## config.mk

```make
export PLATFORM = sky130hd
export DESIGN_NAME = uart_tx_pump_flat
export DESIGN_NICKNAME = d
export VERILOG_FILES = /design/src/rtl/uart_tx_pump_pkg.sv /design/src/rtl/uart_tx_pump_if.sv /design/src/rtl/tx_gap_timer.sv /design/src/rtl/uart_tx_pump.sv /design/src/flat_wrapper.sv
export SDC_FILE = /design/constraint.sdc
export NUM_CORES = 1
export LEC_CHECK = 0
export CAP_MARGIN = 10
export CORE_ASPECT_RATIO = 1.5
export CORE_MARGIN = 4
export CORE_UTILIZATION = 45
export CTS_CLUSTER_DIAMETER = 40
export DETAILED_ROUTE_END_ITERATION = 12
export PLACE_DENSITY_LB_ADDON = 0.25
export REMOVE_ABC_BUFFERS = 1
export SLEW_MARGIN = 20
export SYNTH_ARGS = -nofsm -noshare
export SYNTH_HDL_FRONTEND = slang
export SYNTH_SLANG_ARGS = --single-unit
```

## constraint.sdc

```tcl
create_clock -name clk -period 2.4 [get_ports clk]
set_input_delay 0.24 -clock clk [delete_from_list [all_inputs] [get_ports clk]]
set_output_delay 0.24 -clock clk [all_outputs]
set_load 0.01 [all_outputs]
```

## src/rtl/uart_tx_pump_pkg.sv

```systemverilog
// Shared types and constants for the FIFO-to-UART transmit pump.
// The byte timeout is derived from the clock and baud rates: two 10-bit characters, rounded to 2^n.
package uart_tx_pump_pkg;

  typedef enum logic [1:0] {
    StIdle      = 2'd0,
    StWaitStart = 2'd1,
    StWaitDone  = 2'd2,
    StGap       = 2'd3
  } pump_state_e;

  localparam int unsigned DefaultBaud  = 115200;
  localparam int unsigned DefaultClkHz = 12000000;

  // Nearest power of two; ties go to the lower one.
  function automatic int unsigned round_pow2(input int unsigned v);
    int unsigned p;
    p = 1;
    for (int i = 0; i < 31; i++) begin
      if ((p << 1) <= v) p = p << 1;
    end
    return ((v - p) > ((p << 1) - v)) ? (p << 1) : p;
  endfunction

  function automatic int unsigned byte_timeout_cycles(input int unsigned clk_hz,
                                                      input int unsigned baud);
    return round_pow2(2 * 10 * (clk_hz / baud));
  endfunction

  localparam int unsigned DefaultByteTimeout = byte_timeout_cycles(DefaultClkHz, DefaultBaud);

endpackage

```

## src/rtl/uart_tx_pump_if.sv

```systemverilog
// FIFO-side and UART-side signals of the transmit pump.
// The pump takes the master modport; the FIFO/UART environment takes the slave modport.
interface uart_tx_pump_if;
  logic       fifo_empty;
  logic [7:0] fifo_data;
  logic       fifo_read;
  logic       u_transmit;
  logic [7:0] u_tx_byte;
  logic       u_is_transmitting;

  modport master (
    input  fifo_empty, fifo_data, u_is_transmitting,
    output fifo_read, u_transmit, u_tx_byte
  );

  modport slave (
    output fifo_empty, fifo_data, u_is_transmitting,
    input  fifo_read, u_transmit, u_tx_byte
  );
endinterface

```

## src/rtl/tx_gap_timer.sv

```systemverilog
// Loadable down-counter; done_o is high during the last counted cycle (count of 1 or 0).
// Load takes priority over counting.
module tx_gap_timer #(
  parameter int unsigned WIDTH = 16
) (
  input  logic             clk,
  input  logic             reset_n,
  input  logic             load_i,
  input  logic [WIDTH-1:0] load_value_i,
  input  logic             count_en_i,
  output logic             done_o
);

  logic [WIDTH-1:0] count_q, count_d;

  always_comb begin
    count_d = count_q;
    if (load_i) begin
      count_d = load_value_i;
    end else if (count_en_i && (count_q != '0)) begin
      count_d = count_q - WIDTH'(1);
    end
  end

  always_ff @(posedge clk) begin
    if (!reset_n) begin
      count_q <= '0;
    end else begin
      count_q <= count_d;
    end
  end

  assign done_o = (count_q <= WIDTH'(1));

endmodule

```

## src/rtl/uart_tx_pump.sv

```systemverilog
// Pops one FIFO byte at a time into the UART, handshakes on is_transmitting with timeouts,
// and inserts a guard gap after each character.
module uart_tx_pump
  import uart_tx_pump_pkg::*;
#(
  parameter int unsigned CNT_WIDTH     = 16,
  parameter int unsigned GAP_CYCLES    = 16,
  parameter int unsigned START_TIMEOUT = 8,
  parameter int unsigned BYTE_TIMEOUT  = DefaultByteTimeout
) (
  input  logic                 clk,
  input  logic                 reset_n,
  input  logic                 enable,
  uart_tx_pump_if.master       bus,
  output logic                 busy,
  output logic [CNT_WIDTH-1:0] sent_count,
  output logic                 timeout_err,
  input  logic                 clear_err
);

  localparam int unsigned          GapLen    = (GAP_CYCLES == 0) ? 1 : GAP_CYCLES;
  localparam logic [CNT_WIDTH-1:0] GapLoad   = CNT_WIDTH'(GapLen);
  localparam logic [CNT_WIDTH-1:0] StartLast = CNT_WIDTH'(START_TIMEOUT - 1);
  localparam logic [CNT_WIDTH-1:0] ByteLast  = CNT_WIDTH'(BYTE_TIMEOUT - 1);

  pump_state_e          state_q, state_d;
  logic [CNT_WIDTH-1:0] cnt_q, cnt_d;
  logic [CNT_WIDTH-1:0] sent_q, sent_d;
  logic [7:0]           tx_byte_q, tx_byte_d;
  logic                 fifo_read_q, fifo_read_d;
  logic                 transmit_q, transmit_d;
  logic                 busy_q, busy_d;
  logic                 err_q, err_d;
  logic                 err_set;
  logic                 gap_load;
  logic                 gap_done;

  tx_gap_timer #(
    .WIDTH(CNT_WIDTH)
  ) u_gap_timer (
    .clk          (clk),
    .reset_n      (reset_n),
    .load_i       (gap_load),
    .load_value_i (GapLoad),
    .count_en_i   (state_q == StGap),
    .done_o       (gap_done)
  );

  always_comb begin
    state_d     = state_q;
    cnt_d       = cnt_q;
    sent_d      = sent_q;
    tx_byte_d   = tx_byte_q;
    fifo_read_d = 1'b0;
    transmit_d  = 1'b0;
    err_set     = 1'b0;
    gap_load    = 1'b0;

    unique case (state_q)
      StIdle: begin
        if (enable && !bus.fifo_empty && !bus.u_is_transmitting) begin
          fifo_read_d = 1'b1;
          transmit_d  = 1'b1;
          tx_byte_d   = bus.fifo_data;
          sent_d      = sent_q + CNT_WIDTH'(1);
          cnt_d       = '0;
          state_d     = StWaitStart;
        end
      end
      StWaitStart: begin
        if (bus.u_is_transmitting) begin
          cnt_d   = '0;
          state_d = StWaitDone;
        end else if (cnt_q == StartLast) begin
          err_set  = 1'b1;
          cnt_d    = '0;
          gap_load = 1'b1;
          state_d  = StGap;
        end else begin
          cnt_d = cnt_q + CNT_WIDTH'(1);
        end
      end
      StWaitDone: begin
        if (!bus.u_is_transmitting) begin
          cnt_d    = '0;
          gap_load = 1'b1;
          state_d  = StGap;
        end else if (cnt_q == ByteLast) begin
          err_set  = 1'b1;
          cnt_d    = '0;
          gap_load = 1'b1;
          state_d  = StGap;
        end else begin
          cnt_d = cnt_q + CNT_WIDTH'(1);
        end
      end
      StGap: begin
        if (gap_done) state_d = StIdle;
      end
      default: state_d = StIdle;
    endcase

    // A timeout firing in the same cycle as clear_err keeps the flag set.
    err_d  = err_set | (err_q & ~clear_err);
    busy_d = (state_d != StIdle);
  end

  always_ff @(posedge clk) begin
    if (!reset_n) begin
      state_q     <= StIdle;
      cnt_q       <= '0;
      sent_q      <= '0;
      tx_byte_q   <= 8'h00;
      fifo_read_q <= 1'b0;
      transmit_q  <= 1'b0;
      busy_q      <= 1'b0;
      err_q       <= 1'b0;
    end else begin
      state_q     <= state_d;
      cnt_q       <= cnt_d;
      sent_q      <= sent_d;
      tx_byte_q   <= tx_byte_d;
      fifo_read_q <= fifo_read_d;
      transmit_q  <= transmit_d;
      busy_q      <= busy_d;
      err_q       <= err_d;
    end
  end

  assign bus.fifo_read  = fifo_read_q;
  assign bus.u_transmit = transmit_q;
  assign bus.u_tx_byte  = tx_byte_q;
  assign busy           = busy_q;
  assign sent_count     = sent_q;
  assign timeout_err    = err_q;

endmodule

```

## src/flat_wrapper.sv

```systemverilog
// flat-port wrapper written by rule: the top's interface ports become plain ports
module uart_tx_pump_flat import uart_tx_pump_pkg::*;
#(
  parameter int unsigned CNT_WIDTH     = 16,
  parameter int unsigned GAP_CYCLES    = 16,
  parameter int unsigned START_TIMEOUT = 8,
  parameter int unsigned BYTE_TIMEOUT  = DefaultByteTimeout
)
  (clk, reset_n, enable, busy, sent_count, timeout_err, clear_err, bus_fifo_empty, bus_fifo_data, bus_u_is_transmitting, bus_fifo_read, bus_u_transmit, bus_u_tx_byte);
  uart_tx_pump_if bus_i ();
  input  logic clk;
  input  logic reset_n;
  input  logic enable;
  output logic busy;
  output logic [CNT_WIDTH-1:0] sent_count;
  output logic timeout_err;
  input  logic clear_err;
  input wire logic [$bits(bus_i.fifo_empty)-1:0] bus_fifo_empty;
  input wire logic [$bits(bus_i.fifo_data)-1:0] bus_fifo_data;
  input wire logic [$bits(bus_i.u_is_transmitting)-1:0] bus_u_is_transmitting;
  output wire logic [$bits(bus_i.fifo_read)-1:0] bus_fifo_read;
  output wire logic [$bits(bus_i.u_transmit)-1:0] bus_u_transmit;
  output wire logic [$bits(bus_i.u_tx_byte)-1:0] bus_u_tx_byte;
  assign bus_i.fifo_empty = bus_fifo_empty;
  assign bus_i.fifo_data = bus_fifo_data;
  assign bus_i.u_is_transmitting = bus_u_is_transmitting;
  assign bus_fifo_read = bus_i.fifo_read;
  assign bus_u_transmit = bus_i.u_transmit;
  assign bus_u_tx_byte = bus_i.u_tx_byte;
  uart_tx_pump #(.CNT_WIDTH(CNT_WIDTH), .GAP_CYCLES(GAP_CYCLES), .START_TIMEOUT(START_TIMEOUT), .BYTE_TIMEOUT(BYTE_TIMEOUT)) u_core (.clk(clk), .reset_n(reset_n), .enable(enable), .bus(bus_i), .busy(busy), .sent_count(sent_count), .timeout_err(timeout_err), .clear_err(clear_err));
endmodule
```

; ---- Word level (Yosys, flattened, before mapping)
; Cells that the tools add are included.
[classes]
n_addsub = 3
n_bitwise = 4
eq_ne = 6
magnitude_cmp = 1
n_reduce_logical = 14
muxes = 23
[ops]
columns = cell, n
row1 = two-way mux 16 bit, 5
row2 = one-hot mux 16 bit (3 select lines), 1
row3 = "adder 16 x 1 -> 16 bit, second input constant", 2
row4 = "equality test 16 x 11 -> 1 bit, second input constant", 1
row5 = "equality test 16 x 3 -> 1 bit, second input constant", 1
row6 = "less-or-equal comparator 16 x 1 -> 1 bit, second input constant", 1
row7 = nonzero test 16 bit, 1
row8 = "subtractor 16 x 1 -> 16 bit, second input constant", 1
row9 = two-way mux 2 bit, 6
row10 = two-way mux 5 bit, 2
row11 = one-hot mux 2 bit (4 select lines), 1
row12 = two-way mux 1 bit, 6
row13 = AND reduction 2 bit, 3
row14 = "equality test 2 bit, second input constant", 2
row15 = one-hot mux 1 bit (2 select lines), 2
row16 = nonzero test 2 bit, 2
row17 = logical AND 1 bit, 3
row18 = nonzero test 3 bit, 1
row19 = "equality test 2 x 1 -> 1 bit, second input constant", 1
row20 = zero test 1 bit, 2
row21 = zero test 2 bit, 1
row22 = "inequality test 2 x 1 -> 1 bit, second input constant", 1
row23 = NOT 1 bit, 2
row24 = OR reduction 2 bit, 1
row25 = 2 further kinds, 2
[word_totals]
regBits = 61
wordCells = 60
inputBits = 14
output_inout_bits = 28

; ---- Depth between registers and ports, before layout
[logic_depth]
ltp_word = 6
depth_mapped = 8
ltp_nobuf = 7

; ---- Hierarchy
; From an unflattened synthesis, not the netlist that was laid out.
[hier_totals]
cells_unflattened = 366
hier_area_um2 = 3213.1
[modules_own_cells]
columns = module, instances, seq_area_each_um2, area_per_inst_um2, cells_per_inst
row1 = uart_tx_pump, 1, 900.9, 2200.9, 247
row2 = tx_gap_timer, 1, 320.3, 1012.2, 119

; ---- Worst setup path before layout
; Ideal clock, no wire load.
[synth_timing]
path_kind = reg2reg
start = register u_core.cnt_q[0]
end = register u_core.cnt_q[10]
path_stages_with_launch = 8
arrival_ns = 1.767
path_slack_ns = 0.518
required_time_ns = 2.285
path_buffers = 1
synth_period_minus_slack_ns = 1.882
setup_ns = 0.115
cell_sequence = dfxtp_1 ha_1 nor4b_2 nand2_1 o311a_1 o21ai_4 buf_4 nor2_1
[synth_between]
elab_chain_cells = 4
word_cells_on_any_way = 8
cone_classes = add/sub: 1 / eq/ne: 2 / mux: 5
[synth_rtl]
columns = element, line_no
row1 = "start, declared", uart_tx_pump.sv:27  ; logic [CNT_WIDTH-1:0] cnt_q, cnt_d;
row2 = "start signal, assigned", uart_tx_pump.sv:120  ; cnt_q <= cnt_d;
row3 = adder 16 x 1 -> 16 bit (tied with other cells), "uart_tx_pump.sv:80, uart_tx_pump.sv:94"
row4 = "two-way mux 16 bit, on equally long branches", "uart_tx_pump.sv:88, uart_tx_pump.sv:74"
row5 = "two-way mux 16 bit, on equally long branches", "uart_tx_pump.sv:84, uart_tx_pump.sv:71"
row6 = one-hot mux 16 bit (3 select lines) *, uart_tx_pump.sv:59  ; unique case (state_q)
; Every way passes the cells marked *; elsewhere a longest branch is shown, timed or not.
; A chain may end at the register's enable or synchronous reset.

; ---- Worst setup path after layout
[layout_timing]
start = register u_core.cnt_q[0]
end = register u_core.u_gap_timer.count_q[9]
[layout_between]
elab_chain_cells = 5
word_cells_on_any_way = 8
cone_classes = eq/ne: 2 / mux: 5 / reduce/logical: 1
[layout_rtl]
columns = element, line_no
row1 = equality test 16 x 11 -> 1 bit or equality test 16 x 3 -> 1 bit (tied branches), "uart_tx_pump.sv:88, uart_tx_pump.sv:74"
row2 = "two-way mux 1 bit, on equally long branches", "uart_tx_pump.sv:88, uart_tx_pump.sv:74"
row3 = "two-way mux 1 bit, on equally long branches", "uart_tx_pump.sv:84, uart_tx_pump.sv:71"
row4 = one-hot mux 1 bit (2 select lines) *, uart_tx_pump.sv:59
row5 = OR reduction 2 bit (no line) *, --
row6 = "end signal, assigned", tx_gap_timer.sv:29  ; count_q <= count_d;
row7 = "end, declared", tx_gap_timer.sv:14  ; logic [WIDTH-1:0] count_q, count_d;
; Marked as above.

==> metrics <==
Pint=1.67 mW; relative slew slack=71.7%; leakage dissipation=1.33 nW; TNS Setup=0 ns; Cells after Synth=350; CP Capture Type=register; CP Data Arrival Time=2.39 ns; Mapped Area=3140 um^2; Hold Buf Count CTS=0; Via Count=2604; post-CTS setup buffer count=0; depth of the CTS H-tree=3; Worst Tran Pin Value=0.420 ns; clock buffer depth=2; Critical Path RT=2.62 ns; wire per inst=13.9 um; CP max FO=15; HP Class=primary input to register; post-CTS sizing=0; core area=6810 um^2; clk_skew=0.00816 ns; Sink Count=61; First-pass DRT Iterations=4; Clk pwr share=45.4%; global-route usage over all layers=17.0%; top cells by area, synth=dfxtp_1, xor2_1, nand2_1; initial core utilization=46.1%; Yosys reg bits=61; die height=110 um; peak supply drop=0.225 mV; ys async rst share=0%; Synth Area in Compound Gates=13.7%; Synth Flop Type=dfxtp_1; fmax=0.462 GHz; switching share of total power=21.9%; CTS tree=yes; Comb power frac=6.4%; Reg power frac=48.2%; die boundary width=76.2 um; Final ANT Viol Nets=0; ant diodes=0; Num CTS Buffers=9; drt initial violations=69; Overall Power=2.14 mW; RSZ-0062 raised after global routing=false; EDFF count, synth=0; max-cap violations=0; largest net degree at the start of global routing=29; status=finished, final reports clean; vias in the first global route=2562; shortest period the worst path allows=2.16 ns; Setup Crit Path Kind=register to register; largest family of logic cells by synthesized area=simple AND/OR/NAND/NOR gates; total gr overflow=0; power per cell area=555 nW/um^2; synth unique cells=56; Clock Latency Late Sink=0.35 ns; DRC viols=0; total wire length=6.71 mm; Post-Synth Simple-Gate Area=30.4%; XOR/XNOR share of the synthesized area=9.76%; I/O Pins=42; vias per cell=5.41; mux share of post-synthesis cell area=0.319%; sw power=0.468 mW; DP Wirelength=4.96 mm; initial antenna violation count=0; clk root buf=clkbuf_8; largest area contributor in the netlist=dfxtp_1; Seq/Total Area, Yosys=38.9%; Final Hold Viols=0; RePlAce Congestion=0.845; CP startpoint kind=register; Core Rows=37; Final setup violation count=0; synth warn=0; first-pass GRT wire length=11.5 mm; share of layout cells above drive strength 1=10.9%; IO buf count=41; nets@finish=422; Synth top area share=38.9%; Post-Syn Area per Cell=8.97 um^2; Area Overhead vs Synth=22.7%; Slew Limit Fails=0; final period utilization=90.1%; die area=8410 um^2; Worst-path clk slew=0.07 ns; Post-Synth Adder-Cell Area=3.98%
==> worst max-delay path, stage by stage, from the launching register on <==
cell and delay [ns]:
dfxtp_1 0.38, ha_1 0.23, nor4b_2 0.33, nand2_1 0.15
o31ai_1 0.43, a31o_2 0.42, nor2_1 0.10
==> synth_stat cells, types with 2 or more instances <==
cell,count
buf_4,4
nand3_1,12
nor3b_1,2
nand2_1,39
buf_2,2
o31ai_1,4
nand2b_1,3
nor3_1,7
a2111oi_4,2
o21ai_1,2
ha_1,10
nor4_1,4
or4_1,4
xnor2_1,16
and4_1,5
nor4b_2,2
nor4_2,2
o21ai_0,9
nor2_1,38
inv_1,8
nor2_2,4
a21boi_1,8
nor3_2,2
dfxtp_1,61
or3_1,7
nand4_1,15
a31oi_1,3
clkbuf_1,6
a21boi_0,9
xor2_1,19
and2_1,13
and3_1,2
a211oi_1,3
==> metal layers <==
metal | part of all wire, % | global-route usage [%] | vias to the layer above | wire [um]
met5 | 0 | 0 | - | 0
met4 | 3.2 | 11.4 | 0 | 217
met3 | 3.8 | 4.07 | 15 | 258
met2 | 50 | 30.5 | 48 | 3370
met1 | 43 | 17.6 | 1208 | 2860
li1 | - | - | 1333 | -
==> final timing paths <==
| kind | startpoint | to | slack [ns] | cells after the start |
|---|---|---|---|---|
| setup / recovery | u_core.cnt_q[0]$_SDFFE_PN0P_ | u_core.u_gap_timer.count_q[9]$_SDFFE_PP0P_ | 0.24 | 6 |
| hold / removal | clear_err | u_core.timeout_err$_SDFF_PN0_ | 0.44 | 2 |
| setup reg to reg | u_core.cnt_q[0]$_SDFFE_PN0P_ | u_core.u_gap_timer.count_q[9]$_SDFFE_PP0P_ | 0.24 | 6 |
| hold reg to reg | u_core.bus.u_tx_byte[6]$_SDFFE_PN0P_ | u_core.bus.u_tx_byte[6]$_SDFFE_PN0P_ | 0.46 | 2 |
==> logic make-up after synthesis <==
logic type | count (synthesis)
AO/OA/AOI/OAI | 52
AND/OR/NAND/NOR | 171
buffers and inverters | 20
flip-flops | 61
XOR/XNOR | 35
multiplexers | 1
adder cells (fa/ha/maj) | 10
==> flip-flops by register name, indices dropped and copies added, names as in the netlist <==
signal and cells:
u_core.cnt_q 16, u_core.sent_count 16, u_core.u_gap_timer.count_q 16, u_core.bus.u_tx_byte 8
u_core.state_q 2, u_core.bus.fifo_read 1, u_core.busy 1, u_core.timeout_err 1
==> cell type report <==
type	instances	area (um^2)
clock buffer	11	131
clock inverter	5	75.1
fill	646	2950
inverter	8	30.0
multi-input combinational	269	1830
sequential	61	1220
tap	78	97.6
timing repair buffer	49	470
==> layout by cell type (no fill, tap or decap), types with 3 or more instances in the layout <==
| master | n |
|---|---|
| a21boi_1 | 8 |
| nand2b_1 | 3 |
| and4_1 | 5 |
| a21boi_0 | 9 |
| a211oi_1 | 3 |
| dfxtp_1 | 61 |
| nor2_2 | 4 |
| inv_1 | 8 |
| ha_1 | 10 |
| xor2_1 | 19 |
| nand2_1 | 39 |
| nand4_1 | 15 |
| a31oi_1 | 3 |
| nor4_1 | 4 |
| o31ai_1 | 4 |
| nor2_1 | 38 |
| or4_1 | 4 |
| or3_1 | 7 |
| o21ai_0 | 9 |
| buf_4 | 8 |
| clkinv_2 | 3 |
| nor3_1 | 7 |
| and2_1 | 13 |
| clkdlybuf4s50_1 | 41 |
| clkbuf_8 | 9 |
| xnor2_1 | 16 |
| nand3_1 | 12 |
==> power groups by stage <==
stage	Sequential, mW	Combinational, mW	Clock, mW
5_1_grt	1.03	0.151	1.04
3_5_place_dp	1.05	0.139	0
6_report	1.03	0.137	0.970
2_1_floorplan	1.06	0.0634	0
4_1_cts	1.03	0.140	0.997
3_3_place_gp	1.05	0.137	0
==> per-stage QoR <==
step	cell area, um^2	hold slack, ns	utilization [%]	worst slack (ns)	cells
6_report	3850	0.436	56.6	0.238	481
5_1_grt	3850	0.442	56.6	0.0394	481
4_1_cts	3850	0.425	56.6	0.201	481
3_5_place_dp	3650	0.458	53.6	0.178	465
3_3_place_gp	3650	0.449	53.6	0.259	465
2_1_floorplan	3080	0.334	-	0.271	338
No activity file was read; power rests on OpenSTA's default activity.
